`src/rtl/hazard_ctrl.sv`:
```
// Pipeline hazard controller: per-latch enable/flush from memory wait, branch,
// load-use and fetch-miss conditions. Optional stall counter under HAZARD_PERF_CNT_EN.
module hazard_ctrl #(
  parameter int NSTAGES  = 5,
  parameter int REGW     = 5,
  parameter int BR_LATCH = 2,
  parameter int CNTW     = 32
) (
  input  logic                 CLK,
  input  logic                 RST,
  input  logic                 ihit,
  input  logic                 dhit,
  input  logic                 dmem_req_mem,
  input  logic                 memread_ex,
  input  logic [REGW-1:0]      rd_ex,
  input  logic [REGW-1:0]      rs_id,
  input  logic [REGW-1:0]      rt_id,
  input  logic                 branch_mem,
  input  logic                 halt_wb,
  output logic [NSTAGES-2:0]   enable,
  output logic [NSTAGES-2:0]   flush,
  output logic                 halt,
  output logic [CNTW-1:0]      stall_cnt
);

  localparam int L = NSTAGES - 1;
  localparam logic [L-1:0] BR_MASK     = {L{1'b1}} >> (L - 1 - BR_LATCH);
  localparam logic [L-1:0] BUBBLE_EN   = {{(L-1){1'b1}}, 1'b0};
  localparam logic [L-1:0] BUBBLE_FL   = {{(L-2){1'b0}}, 2'b10};

  typedef enum logic [1:0] {RUN, DWAIT, HALTED} state_e;

  state_e state_q, state_d;
  logic   halt_q, halt_d;
  logic   memok;
  logic   load_use;

  // Once waiting on data memory, only dhit releases the freeze.
  assign memok    = (state_q == DWAIT) ? dhit : (!dmem_req_mem || dhit);
  assign load_use = memread_ex && (rd_ex != '0) && ((rd_ex == rs_id) || (rd_ex == rt_id));

  always_comb begin
    enable = '0;
    flush  = '0;
    if (RST) begin
      flush = '1;
    end else if (state_q == HALTED || !memok) begin
      enable = '0;
    end else if (branch_mem) begin
      enable = '1;
      flush  = BR_MASK;
    end else if (load_use || !ihit) begin
      enable = BUBBLE_EN;
      flush  = BUBBLE_FL;
    end else begin
      enable = '1;
    end
  end

  always_comb begin
    state_d = state_q;
    case (state_q)
      RUN: begin
        if (halt_wb && memok)               state_d = HALTED;
        else if (dmem_req_mem && !dhit)     state_d = DWAIT;
      end
      DWAIT: begin
        if (halt_wb && memok)               state_d = HALTED;
        else if (dhit)                      state_d = RUN;
      end
      HALTED:                               state_d = HALTED;
      default:                              state_d = RUN;
    endcase
    halt_d = (state_d == HALTED);
  end

  always_ff @(posedge CLK) begin
    if (RST) begin
      state_q <= RUN;
      halt_q  <= 1'b0;
    end else begin
      state_q <= state_d;
      halt_q  <= halt_d;
    end
  end

  assign halt = halt_q;

`ifdef HAZARD_PERF_CNT_EN
  logic [CNTW-1:0] cnt_q, cnt_d;

  always_comb begin
    cnt_d = cnt_q;
    if (state_q != HALTED && !enable[0] && cnt_q != '1)
      cnt_d = cnt_q + {{(CNTW-1){1'b0}}, 1'b1};
  end

  always_ff @(posedge CLK) begin
    if (RST) cnt_q <= '0;
    else     cnt_q <= cnt_d;
  end

  assign stall_cnt = cnt_q;
`else
  assign stall_cnt = '0;
`endif

endmodule

```
`config.mk`:
```
export PLATFORM = sky130hd
export DESIGN_NAME = hazard_ctrl
export DESIGN_NICKNAME = d
export VERILOG_FILES = /design/src/rtl/hazard_ctrl.sv
export SDC_FILE = /design/constraint.sdc
export NUM_CORES = 1
export LEC_CHECK = 0
export CORE_MARGIN = 2
export CORE_UTILIZATION = 28
export CTS_CLUSTER_DIAMETER = 100
export DETAILED_ROUTE_END_ITERATION = 12
export PLACE_DENSITY = 0.89
export SETUP_SLACK_MARGIN = 0.1
export SLEW_MARGIN = 20
export SYNTH_ARGS = -nofsm -noshare
export SYNTH_HDL_FRONTEND = slang
export SYNTH_SLANG_ARGS = --single-unit
```
`constraint.sdc`:
```
create_clock -name CLK -period 1.6 [get_ports CLK]
set_input_delay 0.16 -clock CLK [delete_from_list [all_inputs] [get_ports CLK]]
set_output_delay 0.16 -clock CLK [all_outputs]
set_load 0.02 [all_outputs]
```
; After elaboration in Yosys (flattened, before gate mapping)
; Index checks and enable logic that the tools add are counted.
[word_totals]
out_inout_bits = 41
in_bits = 23
wordCells = 35
regBits = 3
[classes]
n_reduce_logical = 14
n_mux = 14
n_eq_ne = 5
[ops]
columns = cell, count
row1 = $mux W4, 3
row2 = $eq A5 B5 Y1, 2
row3 = $mux W2, 5
row4 = $mux W3, 2
row5 = $pmux W2 S3, 1
row6 = $reduce_bool A5 Y1, 1
row7 = $eq A2 B2 Y1 const B, 2
row8 = $logic_and A1 B1 Y1, 4
row9 = $logic_not A1 Y1, 4
row10 = $logic_or A1 B1 Y1, 4
row11 = $mux W1, 3
row12 = $eq A2 B1 Y1 const B, 1
row13 = $logic_not A2 Y1, 1

; Depth between registers and ports, before layout
; Gate-level depths: netlist of the first run.
[depth]
ltp_word = 8
mapped_depth = 5
mapped_depth_nobuf = 4

; Least setup slack after synthesis of the first run
; No wires, ideal clock.
[synth_timing]
kind = register -> output
start = register state_q[1]
end = output port flush[2]
t_required_ns = 1.440
n_path_buf = 1
path_slack_ns = 0.206
arrival_ns = 1.234
stages_incl_launch_ff = 5
path_cell_list = dfxtp_1 -> or2b_2 -> a31oi_1 -> inv_1 -> buf_4
[synth_between]
elab_chain_len = 6
elab_cells_between_ends = 7
cone_classes = 2 x eq/ne / 3 x mux / 2 x reduce/logical
[synth_rtl]
columns = item, line
row1 = "start, declared", 33  ; state_e state_q, state_d;
row2 = "start signal, assigned", 82  ; state_q <= state_d;
row3 = $eq A2 B1 Y1, 39  ; assign memok = (state_q == DWAIT) ? dhit : (!dmem_req_mem || dhit);
row4 = $mux W1, 39
row5 = $logic_not A1 Y1, 47  ; end else if (state_q == HALTED || !memok) begin
row6 = $logic_or A1 B1 Y1 (*), 47
row7 = $mux W3 (*), 47
row8 = $mux W4 (*), 45  ; if (RST) begin
row9 = "end, declared", 21  ; output logic [NSTAGES-2:0] flush,
; Every way passes the cells marked *; elsewhere a longest branch is shown, timed or not.

; Worst setup path after layout of the first run
[layout_timing]
start = register state_q[1]
end = output port flush[1]
; Same word-level chain as after synthesis.

==> results of run 1 <==
==> through the flow <==
| step | total power, mW | hold WS [ns] | setup slack, ns | TNS, ns |
|---|---|---|---|---|
| finish | 0.498 | 0.362 | 0.0610 | 0 |
| floorplan | 0.302 | 0.232 | 0.206 | 0 |
| detailed placement | 0.366 | 0.547 | -0.672 | -3.02 |
| global route | 0.525 | 0.401 | 0.0313 | 0 |
| global placement | 0.360 | 0.515 | -0.637 | -2.80 |
| CTS | 0.485 | 0.366 | -0.0553 | -0.119 |
==> critical path: stages, from the launching register on <==
cell and delay, ns:
dfxtp_2 0.32, nand2b_4 0.13, a21o_4 0.23, buf_6 0.12, nand3b_1 0.09, o221ai_2 0.10, buf_4 0.16
==> cells by family after synthesis <==
family / Yosys count / share of synthesized area, %
AO/OA/AOI/OAI: 9 / 13.6
XOR/XNOR: 10 / 14.9
buffers and inverters: 39 / 47.8
flip-flops: 3 / 10.2
other: 1 / 0.636
AND/OR/NAND/NOR: 15 / 13.0
==> sequential cells by signal, summed over array words and instances, names as in the netlist <==
name	flops
halt	1
state_q	2
==> Yosys cell counts <==
library cell,instances,area share [%]
a31oi_1,1,1.1
a21oi_1,1,0.85
nor3_1,2,1.7
o22a_1,1,1.5
nand2_1,2,1.3
o21ai_2,1,1.5
o31a_1,1,1.5
o2111a_1,1,1.9
nand3b_1,1,1.3
a22oi_1,1,1.3
conb_1,1,0.64
inv_1,3,1.9
or2b_2,1,1.5
a21o_2,1,1.5
xor2_1,10,15
or4_1,1,1.3
buf_4,36,46
nor4_1,1,1.1
nor2_1,6,3.8
o221ai_2,1,2.5
nand2b_1,1,1.1
dfxtp_1,3,10
==> timing repair <==
action / 4_1_cts / 5_1_grt
pin swaps: 11 / 12
endpoints found under the hold margin: 0 / 0
buffers inserted: 0 / 1
gates resized for setup: 53 / 23
endpoints found under the setup margin: 8 / 7
==> per-layer routing <==
| layer | wire, um | vias up | global-route usage (%) |
|---|---|---|---|
| li1 | - | 267 | - |
| met1 | 399 | 230 | 7.38 |
| met2 | 734 | 37 | 18.7 |
| met3 | 153 | 0 | 0.606 |
| met4 | 0 | 0 | 4.17 |
| met5 | 0 | - | 0 |
==> how the worst max path moves through the flow <==
stage / slack [ns] / depth (start not counted) / start / end
floorplan: 0.21 / 4 / state_q[1] / flush[2]
global placement: -0.64 / 6 / rd_ex[1] / flush[1]
detailed placement: -0.67 / 6 / rd_ex[1] / flush[1]
CTS: -0.06 / 5 / state_q[1] / flush[0]
global route: 0.03 / 6 / state_q[1] / flush[1]
finish: 0.06 / 6 / state_q[1] / flush[1]
==> power breakdown <==
group / leakage [nW] / total (mW) / switching, mW / internal, mW
clock network: 0.0150 / 0.127 / 0.0338 / 0.0931
logic: 0.435 / 0.285 / 0.165 / 0.120
registers: 0.0255 / 0.0861 / 0.00395 / 0.0821
==> cell type report <==
type / instances / area, um^2 / area share, %
Inverter: 3 / 11.3 / 1.23
Timing Repair Buffer: 43 / 362 / 39.5
Tap cell: 27 / 33.8 / 3.69
Multi-Input combinational cell: 66 / 419 / 45.8
Clock buffer: 4 / 26.3 / 2.87
Sequential cell: 3 / 62.6 / 6.84
==> results.toml, run 1 <==
[worst_setup_path]
rrSetupSlack_ns = 0.73
cp-end-kind = "output pin"
criticalPathCategory = "flip-flop to output pin"
r2r-end = "state_q[1]"
r2r-start = "state_q[1]"
crit_arrival_ns = 1.38
ff2ff_path_depth = 4
worst_ep_required_time_ns = 1.44
startpoint_type = "flip-flop"
path_max_fanout = 3

[grt]
grt_pass1_wl_mm = 1.64
grt_max_degree = 5
grt-ovfl-total = 0
track_usage_pct = 8.54
antenna_found_initial = 0
grt_pass1_vias = 463

[worst_hold_path]
min-delay-start = "dmem_req_mem"
hold_path.class = "input pin to flip-flop"
hold_depth = 3
min_to = "state_q[0]"

[cts]
cts_buffers = 3
root_buffer = "clkbuf_4"
ctsHtreeMaxLevel = 1
clk_latency_ns = 0.23
clock_path_buffers = 2
holdBufCountCts = 0
cts_tree = "done"
clk_pin_slew_ns = 0.04
cts_sinks = 3

[floorplanning]
placementRows = 16
die_h_um = 49.9
ios = 64
design.die.area_um2 = 2490
fp.coreArea_um2 = 1980
start_util_pct = 29.7
die_w_um = 49.9

[layout]
diodes = 0
area_growth_pct = 55.2
instances_no_fill = 146
drive_above_1_share_pct = 33.6
layout_commonest_cell = "conb_1"
final_cell_mix = "conb_1, buf_4, dlygate4sd2_1"
nNetsFinal = 143
utilization_pct = 46.1
fill_cells = 210
design_area_um2 = 915

[placed_design]
dp_cells = 141
dp_hpwl_mm = 1.10
globalplace.congestion = 0.631
portBuffers = 31
postPlaceCellArea_um2 = 862

[timing]
period_share_pct = 96.2
rsz0062_at_grt = "true"
period_minus_slack_ns = 1.54
slew_violations = 0
hold_violations = 0
setup_viol = 0
max_freq_ghz = 0.650
fin_skew_ns = 0.00138

[drt]
wl_mm = 1.29
viasPerCell = 3.66
drt-initial-drc-count = 3
drtPass1Iterations = 2
antenna_left = 0
drc = 0
avgRoutedWirePerCell_um = 8.81
via_count = 534

[status]
outcome = "completed"

[pwr]
leakage_nw = 0.476
powerDensity_nw_per_um2 = 544
vdd_drop_max_mv = 0.304

[synthesis]
ys.warnings.count = 0
postSynthCellCount = 77
avgSynthCellArea_um2 = 7.65
syn_area_um2 = 589
seq_area_frac_synth_pct = 10.2
synth_cell_type_count = 22
ys_ff_latch = 3

[run]
max_cap_violations = 0
No activity file was read; power rests on OpenSTA's default activity.
==> run 2, diff against run 1 <==
Settings changed: CORE_UTILIZATION 28 to 25, PLACE_DENSITY 0.89 to 0.84.
Clock period 1.6 ns to 1.3 ns, I/O delays scaled along.
==> run 2 against run 1 <==
  * The flow now finishes with violations (setup timing)
  * Final area shrank 3.3%
  * Power is 22% higher
  * Count of clock-buffer cells in the layout is the same
  * Non-clock buffer count fell by 3
  * Cell count fell by 1.4%
  * Sequential power up 23%
  * Via count grew 0.37%
  * Core utilization decreased by 6.2 points
  * First-iteration DRC count unchanged
  * Routed wire length decreased by 3.7%
  * Worst hold slack lost 0.027 ns
  * Die area increased by 11%
  * Largest power group unchanged
  * Highest routed layer unchanged
==> results.toml, run 2 (same netlist as run 1, synthesis figures left out) <==
[placed_design]
globalplace.congestion = 0.719
dp_cells = 139
portBuffers = 31
dp_hpwl_mm = 1.12

[drt]
avgRoutedWirePerCell_um = 8.60
dr_wl_met2_um = 739
drtPass1Iterations = 2
m1WireLength_um = 360
drc = 0
antenna_left = 0
via_count = 536
wl_mm = 1.24
top_layer = "met3"
viasPerCell = 3.72
drt-initial-drc-count = 3
wl_met3_um = 138

[worst_setup_path]
criticalPathCategory = "flip-flop to output pin"
cp-end-kind = "output pin"
ff2ff_path_depth = 4
rrSetupSlack_ns = 0.43
r2r-start = "state_q[1]"
crit_arrival_ns = 1.32
startpoint_type = "flip-flop"
r2r-end = "halt"
worst_ep_required_time_ns = 1.17
path_max_fanout = 4

[floorplanning]
ios = 64
die_h_um = 52.6
design.die.area_um2 = 2760
fp.coreArea_um2 = 2210
start_util_pct = 26.6
placementRows = 17
die_w_um = 52.6

[layout]
nNetsFinal = 140
layout_commonest_cell = "conb_1"
largest-register = "state_q"
diodes = 0
drive_above_1_share_pct = 34.5
fill_cells = 250
area_growth_pct = 50.1
largest_reg_flops = 2
multiInputGateArea_um2 = 419
area.sequential_um2 = 62.6
final_cell_mix = "conb_1, xor2_1, buf_4"
instances_no_fill = 144

[timing]
hold_violations = 0
setup_ws_ns = -0.154
setup_viol = 7
fin_skew_ns = 0.000526
slew_violations = 0
max_freq_ghz = 0.688
period_share_pct = 112
period_minus_slack_ns = 1.45
rsz0062_at_grt = "true"
fin_hold_ws_ns = 0.335

[worst_hold_path]
min-delay-start = "dmem_req_mem"
hold_depth = 3
min_to = "state_q[0]"
hold_path.class = "input pin to flip-flop"

[grt]
grt_max_degree = 6
grt_pass1_wl_mm = 1.84
grt-ovfl-total = 0
antenna_found_initial = 0
grt_pass1_vias = 461
track_usage_pct = 9.22

[cts]
clk_pin_slew_ns = 0.04
cts_buffers = 3
clock_path_buffers = 2
root_buffer = "clkbuf_4"
cts_sinks = 3
ctsHtreeMaxLevel = 1
cts_tree = "done"
clk_latency_ns = 0.23

[status]
outcome = "complete, but fails checks"
failed_checks = "setup timing"

[pwr]
vdd_drop_max_mv = 0.273
powerDensity_nw_per_um2 = 685
leakage_nw = 0.450

[run]
max_cap_violations = 0
-- run 2: cell types whose count changed in the layout (fill, tap and decap cells not counted), sizes merged --
cell,before,now
buf,19,21
clkbuf,8,4
clkdlybuf4s15,1,4
clkdlybuf4s50,7,6
dlygate4sd2,11,9
dlymetal6s2s,1,0
-- run 2: final cells by class --
class / instances / share of cell area [%]
Tap cell: 28 / 3.96
Sequential cell: 3 / 7.07
Inverter: 3 / 1.27
Multi-Input combinational cell: 66 / 47.4
Clock buffer: 4 / 2.97
Timing Repair Buffer: 40 / 37.3
-- run 2: repair_timing --
action                                 4_1_cts  5_1_grt
endpoints found under the hold margin        0        0
resized for setup                           78        3
buffers inserted                             1        0
hold buffers                                 0        0
pin swaps                                   13        4
setup endpoints to repair                    9        8
-- run 2: how the worst max path moves through the flow --
stage	start	to	slack, ns	cells after the start
after floorplan	state_q[1]	flush[2]	0.06	5
after global placement	rd_ex[1]	flush[1]	-0.89	6
after detailed placement	rd_ex[1]	flush[1]	-0.92	6
after CTS	state_q[0]	flush[1]	-0.17	4
after global routing	state_q[1]	flush[1]	-0.21	5
final	state_q[1]	flush[1]	-0.15	5
-- run 2: metrics by stage --
step           total power [mW]  util, %  setup TNS, ns  area [um^2]  setup WS (ns)
6_report                  0.606     40.0         -0.420          885         -0.154
5_1_grt                   0.662     40.0         -0.809          885         -0.209
4_1_cts                   0.615     39.9         -0.573          883         -0.174
3_5_place_dp              0.456     39.1          -4.58          866         -0.916
3_3_place_gp              0.450     39.1          -4.31          866         -0.890
2_1_floorplan             0.384        -              0          731         0.0595
-- run 2: power by group --
part / leakage, nW / internal [mW] / switching (mW) / total (mW)
logic: 0.410 / 0.138 / 0.200 / 0.338
registers: 0.0255 / 0.101 / 0.00479 / 0.106
clock network: 0.0150 / 0.115 / 0.0468 / 0.162
-- run 2: critical path: stages (launching register included) --
cell      delay [ns]
dfxtp_2         0.31
nand2b_4        0.13
a21o_4          0.22
a31oi_4         0.16
o221ai_2        0.11
buf_4           0.16
-- run 2: layer usage --
| metal | up-vias | global-route usage (%) |
|---|---|---|
| met4 | 0 | 3.85 |
| met5 | - | 0 |
| met2 | 37 | 18.8 |
| li1 | 260 | - |
| met3 | 0 | 2.86 |
| met1 | 239 | 8.02 |
